File: src/rtl/cpu_trace_formatter_pkg.sv
// Shared definitions for the CPU trace formatter: ASCII character constants,
// FSM and line-segment encodings, and small digit/character helper functions.
package cpu_trace_formatter_pkg;

    localparam logic [7:0] CH_CARET  = 8'h5E;
    localparam logic [7:0] CH_AT     = 8'h40;
    localparam logic [7:0] CH_COLON  = 8'h3A;
    localparam logic [7:0] CH_DOLLAR = 8'h24;
    localparam logic [7:0] CH_STAR   = 8'h2A;
    localparam logic [7:0] CH_LT     = 8'h3C;
    localparam logic [7:0] CH_EQ     = 8'h3D;
    localparam logic [7:0] CH_HASH   = 8'h23;
    localparam logic [7:0] CH_SPACE  = 8'h20;

    localparam logic [13:0] TIME_MAX = 14'd9999;

    typedef enum logic [1:0] {
        ST_IDLE = 2'd0,
        ST_CONV = 2'd1,
        ST_EMIT = 2'd2
    } state_t;

    // Line segments, in emission order.
    localparam logic [3:0] SEG_CARET = 4'd0;
    localparam logic [3:0] SEG_TIME  = 4'd1;
    localparam logic [3:0] SEG_AT    = 4'd2;
    localparam logic [3:0] SEG_PC    = 4'd3;
    localparam logic [3:0] SEG_COLON = 4'd4;
    localparam logic [3:0] SEG_SPACE = 4'd5;
    localparam logic [3:0] SEG_TAG   = 4'd6;
    localparam logic [3:0] SEG_ID    = 4'd7;
    localparam logic [3:0] SEG_SEP   = 4'd8;
    localparam logic [3:0] SEG_DATA  = 4'd9;
    localparam logic [3:0] SEG_HASH  = 4'd10;

    // Lowercase hex digit to ASCII.
    function automatic logic [7:0] hex2ascii(input logic [3:0] n);
        return (n < 4'd10) ? (8'h30 + {4'h0, n}) : (8'h57 + {4'h0, n});
    endfunction

    // Decimal digit to ASCII.
    function automatic logic [7:0] dec2ascii(input logic [3:0] d);
        return 8'h30 + {4'h0, d};
    endfunction

    // Nibble idx of a 32-bit word counted from the MSB (idx 0 = bits 31:28).
    function automatic logic [3:0] nibble_of(input logic [31:0] w, input logic [2:0] idx);
        return w[{~idx, 2'b00} +: 4];
    endfunction

    // BCD digit at position pos (0 = units).
    function automatic logic [3:0] bcd_digit(input logic [15:0] b, input logic [3:0] pos);
        case (pos)
            4'd0:    return b[3:0];
            4'd1:    return b[7:4];
            4'd2:    return b[11:8];
            default: return b[15:12];
        endcase
    endfunction

    // Number of significant decimal digits, at least one so zero prints "0".
    function automatic logic [3:0] bcd_len(input logic [15:0] b);
        if (b[15:12] != 4'd0)     return 4'd4;
        else if (b[11:8] != 4'd0) return 4'd3;
        else if (b[7:4] != 4'd0)  return 4'd2;
        else                      return 4'd1;
    endfunction

    // Double-dabble correction applied to each BCD digit before a shift.
    function automatic logic [3:0] dabble_adjust(input logic [3:0] d);
        return (d >= 4'd5) ? (d + 4'd3) : d;
    endfunction

endpackage

File: src/rtl/cpu_trace_formatter_bin2bcd.sv
// Sequential double-dabble converter: 14-bit binary to 4 BCD digits.
// A start pulse loads the operand; done pulses 14 cycles later and bcd then
// holds its value until the next start.
module trace_bin2bcd
    import cpu_trace_formatter_pkg::*;
(
    input  logic        clk,
    input  logic        reset,
    input  logic        start,
    input  logic [13:0] bin,
    output logic        done,
    output logic [15:0] bcd
);

    logic [13:0] shift_r;
    logic [15:0] bcd_r;
    logic [3:0]  cnt_r;
    logic        busy_r;
    logic        done_r;
    logic [15:0] adj_s;

    // Per-digit add-3 correction ahead of the next shift.
    always_comb begin
        adj_s = 16'd0;
        for (int i = 0; i < 4; i++) begin
            adj_s[i*4 +: 4] = dabble_adjust(bcd_r[i*4 +: 4]);
        end
    end

    // Shift one binary bit into the BCD accumulator per cycle.
    always_ff @(posedge clk) begin
        if (reset) begin
            shift_r <= 14'd0;
            bcd_r   <= 16'd0;
            cnt_r   <= 4'd0;
            busy_r  <= 1'b0;
            done_r  <= 1'b0;
        end else if (start) begin
            shift_r <= bin;
            bcd_r   <= 16'd0;
            cnt_r   <= 4'd14;
            busy_r  <= 1'b1;
            done_r  <= 1'b0;
        end else if (busy_r) begin
            bcd_r   <= (adj_s << 1) | {15'd0, shift_r[13]};
            shift_r <= shift_r << 1;
            cnt_r   <= cnt_r - 4'd1;
            busy_r  <= (cnt_r != 4'd1);
            done_r  <= (cnt_r == 4'd1);
        end else begin
            done_r  <= 1'b0;
        end
    end

    assign done = done_r;
    assign bcd  = bcd_r;

endmodule

File: src/rtl/cpu_trace_formatter.sv
// Serialises one CPU writeback record per handshake into an ASCII trace line,
// one character per accepted cycle:
//   GRF: "^<time>@<pc>: $<grf> <= <data>#"   MEM: "^<time>@<pc>: *<addr> <= <data>#"
module cpu_trace_formatter
    import cpu_trace_formatter_pkg::*;
#(
    parameter int unsigned COLON_SPACES = 1
)
(
    input  logic        clk,
    input  logic        reset,
    input  logic        in_valid,
    output logic        in_ready,
    input  logic        in_is_mem,
    input  logic [13:0] in_time,
    input  logic [31:0] in_pc,
    input  logic [4:0]  in_grf,
    input  logic [31:0] in_addr,
    input  logic [31:0] in_data,
    output logic [7:0]  char_out,
    output logic        char_valid,
    input  logic        char_ready,
    output logic        drop
);

    localparam logic [3:0] SPACE_LEN = 4'(COLON_SPACES);

    state_t      state_r, state_n;
    logic        in_ready_r, in_ready_n;
    logic [7:0]  char_out_r, char_out_n;
    logic        char_valid_r, char_valid_n;
    logic        drop_r, drop_n;
    logic [3:0]  seg_r, seg_n;
    logic [3:0]  idx_r, idx_n;

    logic        is_mem_r;
    logic [31:0] pc_r, addr_r, data_r;

    logic        accept_s, capture_s, conv_done_s;
    logic        time_done_s, grf_done_s;
    logic [15:0] time_bcd_s, grf_bcd_s;
    logic [3:0]  t_len_s, g_len_s, seg_len_s;
    logic [3:0]  nxt_seg_s, nxt_idx_s;
    logic [7:0]  nxt_char_s;

    assign accept_s    = in_valid & in_ready_r;
    assign conv_done_s = time_done_s & grf_done_s;
    assign t_len_s     = bcd_len(time_bcd_s);
    assign g_len_s     = bcd_len(grf_bcd_s);

    trace_bin2bcd u_time_bcd (
        .clk   (clk),
        .reset (reset),
        .start (capture_s),
        .bin   (in_time),
        .done  (time_done_s),
        .bcd   (time_bcd_s)
    );

    trace_bin2bcd u_grf_bcd (
        .clk   (clk),
        .reset (reset),
        .start (capture_s),
        .bin   ({9'd0, in_grf}),
        .done  (grf_done_s),
        .bcd   (grf_bcd_s)
    );

    // Length of the segment currently being emitted.
    always_comb begin
        seg_len_s = 4'd1;
        case (seg_r)
            SEG_TIME:           seg_len_s = t_len_s;
            SEG_PC, SEG_DATA:   seg_len_s = 4'd8;
            SEG_SPACE:          seg_len_s = SPACE_LEN;
            SEG_ID:             seg_len_s = is_mem_r ? 4'd8 : g_len_s;
            SEG_SEP:            seg_len_s = 4'd4;
            default:            seg_len_s = 4'd1;
        endcase
    end

    // Position of the character following the one on char_out.
    always_comb begin
        nxt_seg_s = seg_r;
        nxt_idx_s = idx_r;
        if (idx_r == seg_len_s - 4'd1) begin
            nxt_seg_s = seg_r + 4'd1;
            nxt_idx_s = 4'd0;
        end else begin
            nxt_idx_s = idx_r + 4'd1;
        end
    end

    // ASCII character at the next position.
    always_comb begin
        nxt_char_s = 8'h00;
        case (nxt_seg_s)
            SEG_CARET: nxt_char_s = CH_CARET;
            SEG_TIME:  nxt_char_s = dec2ascii(bcd_digit(time_bcd_s, t_len_s - 4'd1 - nxt_idx_s));
            SEG_AT:    nxt_char_s = CH_AT;
            SEG_PC:    nxt_char_s = hex2ascii(nibble_of(pc_r, nxt_idx_s[2:0]));
            SEG_COLON: nxt_char_s = CH_COLON;
            SEG_SPACE: nxt_char_s = CH_SPACE;
            SEG_TAG:   nxt_char_s = is_mem_r ? CH_STAR : CH_DOLLAR;
            SEG_ID:    nxt_char_s = is_mem_r
                                    ? hex2ascii(nibble_of(addr_r, nxt_idx_s[2:0]))
                                    : dec2ascii(bcd_digit(grf_bcd_s, g_len_s - 4'd1 - nxt_idx_s));
            SEG_SEP: begin
                case (nxt_idx_s)
                    4'd1:    nxt_char_s = CH_LT;
                    4'd2:    nxt_char_s = CH_EQ;
                    default: nxt_char_s = CH_SPACE;
                endcase
            end
            SEG_DATA:  nxt_char_s = hex2ascii(nibble_of(data_r, nxt_idx_s[2:0]));
            SEG_HASH:  nxt_char_s = CH_HASH;
            default:   nxt_char_s = 8'h00;
        endcase
    end

    // Next-state and next registered-output logic.
    always_comb begin
        state_n      = state_r;
        char_out_n   = char_out_r;
        char_valid_n = char_valid_r;
        drop_n       = 1'b0;
        seg_n        = seg_r;
        idx_n        = idx_r;
        capture_s    = 1'b0;
        case (state_r)
            ST_IDLE: begin
                char_valid_n = 1'b0;
                if (accept_s) begin
                    if (in_time > TIME_MAX) begin
                        drop_n = 1'b1;
                    end else begin
                        capture_s = 1'b1;
                        state_n   = ST_CONV;
                    end
                end else begin
                    state_n = ST_IDLE;
                end
            end
            ST_CONV: begin
                if (conv_done_s) begin
                    state_n      = ST_EMIT;
                    char_valid_n = 1'b1;
                    char_out_n   = CH_CARET;
                    seg_n        = SEG_CARET;
                    idx_n        = 4'd0;
                end else begin
                    state_n = ST_CONV;
                end
            end
            ST_EMIT: begin
                if (char_valid_r && char_ready) begin
                    if (seg_r == SEG_HASH) begin
                        state_n      = ST_IDLE;
                        char_valid_n = 1'b0;
                    end else begin
                        seg_n      = nxt_seg_s;
                        idx_n      = nxt_idx_s;
                        char_out_n = nxt_char_s;
                    end
                end else begin
                    state_n = ST_EMIT;
                end
            end
            default: begin
                state_n      = ST_IDLE;
                char_valid_n = 1'b0;
            end
        endcase
        in_ready_n = (state_n == ST_IDLE);
    end

    // State and output registers.
    always_ff @(posedge clk) begin
        if (reset) begin
            state_r      <= ST_IDLE;
            in_ready_r   <= 1'b1;
            char_out_r   <= 8'h00;
            char_valid_r <= 1'b0;
            drop_r       <= 1'b0;
            seg_r        <= SEG_CARET;
            idx_r        <= 4'd0;
        end else begin
            state_r      <= state_n;
            in_ready_r   <= in_ready_n;
            char_out_r   <= char_out_n;
            char_valid_r <= char_valid_n;
            drop_r       <= drop_n;
            seg_r        <= seg_n;
            idx_r        <= idx_n;
        end
    end

    // Record capture; fields stay frozen until the next accepted record.
    always_ff @(posedge clk) begin
        if (reset) begin
            is_mem_r <= 1'b0;
            pc_r     <= 32'd0;
            addr_r   <= 32'd0;
            data_r   <= 32'd0;
        end else if (capture_s) begin
            is_mem_r <= in_is_mem;
            pc_r     <= in_pc;
            addr_r   <= in_addr;
            data_r   <= in_data;
        end else begin
            is_mem_r <= is_mem_r;
            pc_r     <= pc_r;
            addr_r   <= addr_r;
            data_r   <= data_r;
        end
    end

    assign in_ready   = in_ready_r;
    assign char_out   = char_out_r;
    assign char_valid = char_valid_r;
    assign drop       = drop_r;

endmodule
File: config.mk
export PLATFORM = sky130hd
export DESIGN_NAME = cpu_trace_formatter
export DESIGN_NICKNAME = d
export VERILOG_FILES = /design/src/rtl/cpu_trace_formatter_pkg.sv /design/src/rtl/cpu_trace_formatter_bin2bcd.sv /design/src/rtl/cpu_trace_formatter.sv
export SDC_FILE = /design/constraint.sdc
export NUM_CORES = 1
export LEC_CHECK = 0
export CORE_ASPECT_RATIO = 0.75
export CORE_UTILIZATION = 45
export CTS_BUF_LIST = sky130_fd_sc_hd__clkbuf_8
export DETAILED_ROUTE_END_ITERATION = 8
export PLACE_DENSITY_LB_ADDON = 0.08
export SLEW_MARGIN = 40
export SYNTH_ARGS = -nofsm -noshare
export SYNTH_HDL_FRONTEND = slang
export SYNTH_SLANG_ARGS = --single-unit
File: constraint.sdc
create_clock -name clk -period 9.3 [get_ports clk]
set_input_delay 1.86 -clock clk [delete_from_list [all_inputs] [get_ports clk]]
set_output_delay 1.86 -clock clk [all_outputs]
set_load 0.02 [all_outputs]
==> results.cfg <==
[critical_path]
worstRegToRegCells = 23
critPathSlowestCell = dfxtp_1
cp_common_cell = ha_1
critPathMaxFanout = 20
required_ns = 9.62
reg2reg_from = seg_r[0]$_SDFFE_PP0P_
crit_path_max_incr_delay_ns = 0.63
ff2ff_setup_slack_ns = 3.26
worstSetupPathType = register to register
end_kind = register
startpoint_type = register
cp.arrival_ns = 6.36
timing.rr.end = char_out[1]$_SDFFE_PP0P_
path_cells = ha_1, and4bb_1, nand2_1, o22a_2, ha_1, xor2_1, nand4bb_1, a211o_2, nor2_2, or2_4, nor2_4, inv_4, ha_1, a21o_1, nor3_1, a21oi_1, nor2_1, a41oi_1, o21ai_1, nand2_1, a221oi_1, a211o_1, a311oi_1

[clock_network]
cts_buffers = 17
cts_tree = built
cts_sinks = 189
clk_pin_slew_ns = 0.11
h-tree-depth = 4
cts_hold_buf = 0
postCtsSetupBuffers = 0
insertion_delay_ns = 0.48
cts_buffer_depth = 2
ctsRootBufferMaster = clkbuf_8
cts-resized-gates = 0

[synthesis]
async_flop_share_pct = 0
synth.avg_cell_area_um2 = 7.80
yosysWarnings = 0
syn-instance-count = 1313
ys_seq_area_share_pct = 37.0
synth_ff_type = dfxtp_1
synth_seq_cells = 189
syn_area_mm2 = 0.0102
synth_edf_count = 0
synth_fp_nets = 1469
synth.distinct_cells = 86

[global_routing]
overflow = 0
grt_max_degree = 96
grt_pass1_wl_um = 46800
first_global_vias = 8661
antenna_found_initial = 0
track_usage_pct = 25.2

[power]
powerDensity_mw_per_mm2 = 139
leakage_nw = 4.30
pwr-share-comb_pct = 13.4
swShare_pct = 30.1
p_seq_share_pct = 52.2
ir_drop_v = 0.0000778
p_clk_share_pct = 34.4
p_sw_uw = 505
p_int_mw = 1.17

[routing]
drt-total-wl_um = 28900
wl_per_cell_um = 17.1
drc = 0
first_pass_iters = 6
dr_total_vias = 9354
postRouteAntennaNets = 0
avgViaCountPerCell = 5.52
drtIter0Drc = 703

[hold_path]
min-delay-start = data_r[18]$_SDFFE_PP0P_
hold_path_depth = 2
hold_class = register to register
min_to = data_r[18]$_SDFFE_PP0P_

[layout]
antenna_cells = 0
nFillCells = 2113
final_common_cell = nand2_1
layout_common_cells = nand2_1, dfxtp_1, a21oi_1
stdcell_count = 1695
nNetsFinal = 1544
drive_above_1_share_pct = 5.92
syn2layout_area_growth_pct = 18.2

[sta]
hold_viol_final = 0
finClkSkew_ns = 0.0270
worst_slew_pin_slew_ns = 0.816
fin_setup_tns_ns = 0
setup_viol = 0
hold_ws_ns = 0.459
max_freq_mhz = 166
drv_slew = 0
min_period_ns = 6.04
max_slew_margin_pct = 45.4
min_period_over_period_pct = 64.9
rsz0062_at_grt = false
layout_setup_ws_ns = 3.26

[placement]
dp_hpwl_um = 20600
dp_slack_ns = 3.42
port_buffers = 129
dp.cells = 1663
place_congestion = 0.886

[floorplanning]
fp-row-count = 47
die_y_um = 133
start_util_pct = 46.2
pin_count = 131
coreArea_mm2 = 0.0222
die-area_mm2 = 0.0234
die_w_um = 176

[flow_run]
maxCapViolCount = 0

[run_status]
status = finished clean
## worst max-delay path by stage
stage / startpoint / endpoint / slack (ns)
after floorplan: u_time_bcd.bcd[8]$_SDFFE_PP0P_ / char_out[1]$_SDFFE_PP0P_ / 4.39
after global placement: seg_r[0]$_SDFFE_PP0P_ / char_out[2]$_SDFFE_PP0P_ / 3.60
after detailed placement: seg_r[0]$_SDFFE_PP0P_ / char_out[2]$_SDFFE_PP0P_ / 3.42
after CTS: seg_r[0]$_SDFFE_PP0P_ / char_out[1]$_SDFFE_PP0P_ / 3.35
after global routing: seg_r[1]$_SDFFE_PP0P_ / char_out[2]$_SDFFE_PP0P_ / 2.81
final: seg_r[0]$_SDFFE_PP0P_ / char_out[1]$_SDFFE_PP0P_ / 3.26
## flip-flops by register name, indices dropped and copies added, names as in the netlist, 2 cells and up
signal and count:
seg_r 4, u_grf_bcd.shift_r 14, u_time_bcd.shift_r 14, char_out 7, addr_r 32, u_grf_bcd.bcd 16, u_time_bcd.cnt_r 4, u_time_bcd.bcd 16
data_r 32, pc_r 32, state_r 2, idx_r 4, u_grf_bcd.cnt_r 4
## worst max-delay path: cells and delay by family, from the launching register on
family | cells | cell delay (ns)
AOI/OAI and AO/OA | 9 | 2.10
and+or+nand+nor | 9 | 1.72
adders and majority gates | 3 | 1.08
DFF | 1 | 0.63
xor gates and xnor gates | 1 | 0.18
buffers and inverters | 1 | 0.18
## stage by stage
step / utilization (%) / area [um2] / total power [mW]
2_1_floorplan: - / 10200 / 1.03
3_3_place_gp: 52.5 / 11600 / 1.12
3_5_place_dp: 52.6 / 11700 / 1.12
4_1_cts: 54.6 / 12100 / 1.69
5_1_grt: 54.6 / 12100 / 1.75
6_report: 54.6 / 12100 / 1.68
## power groups by stage
stage	combinational (mW)	clock [mW]	sequential, mW
5_1_grt	0.250	0.623	0.881
6_report	0.224	0.578	0.876
3_3_place_gp	0.224	0	0.893
3_5_place_dp	0.225	0	0.894
2_1_floorplan	0.139	0	0.887
4_1_cts	0.226	0.591	0.876
## per-layer routing
layer | track usage (%) | share of wire (%)
met1 | 38.7 | 52
met2 | 35.8 | 42
met3 | 4.45 | 5.9
met4 | 5.85 | 0.96
met5 | 0 | 0
## cells in the mapped netlist (all sizes together) (7+ instances only)
library cell / number / area (um2)
o21ai: 51 / 255
mux2i: 61 / 614
nand3: 24 / 120
a211oi: 20 / 150
xnor2: 19 / 166
buf: 13 / 86.3
nor3: 22 / 110
a21oi: 169 / 853
xor2: 15 / 131
inv: 39 / 154
o22ai: 14 / 87.6
o211ai: 7 / 52.6
dfxtp: 189 / 3780
nand2: 271 / 1020
ha: 34 / 425
nor2b: 10 / 62.6
nor2: 124 / 475
a31oi: 15 / 93.8
clkbuf: 72 / 270
nand2b: 19 / 119
mux2: 8 / 90.1
## kinds of logic after synthesis
group / after synthesis / share of synthesized area, %
buffers and inverters: 127 / 5.10
AOI/OAI and AO/OA: 342 / 20.3
and+or+nand+nor: 510 / 22.2
xor gates and xnor gates: 34 / 2.91
DFF: 189 / 37.0
muxes: 74 / 7.98
other: 1 / 0.0366
adders and majority gates: 36 / 4.55
## area by class of cell
class,count,area (um2),area share (%)
Multi-Input combinational cell,997,5960,49.3
Sequential cell,189,3780,31.3
Timing Repair Buffer,141,1390,11.5
Tap cell,294,368,3.04
Clock buffer,18,248,2.05
Clock inverter,14,185,1.53
Inverter,42,165,1.37
Power figures use the tool's default switching activity.
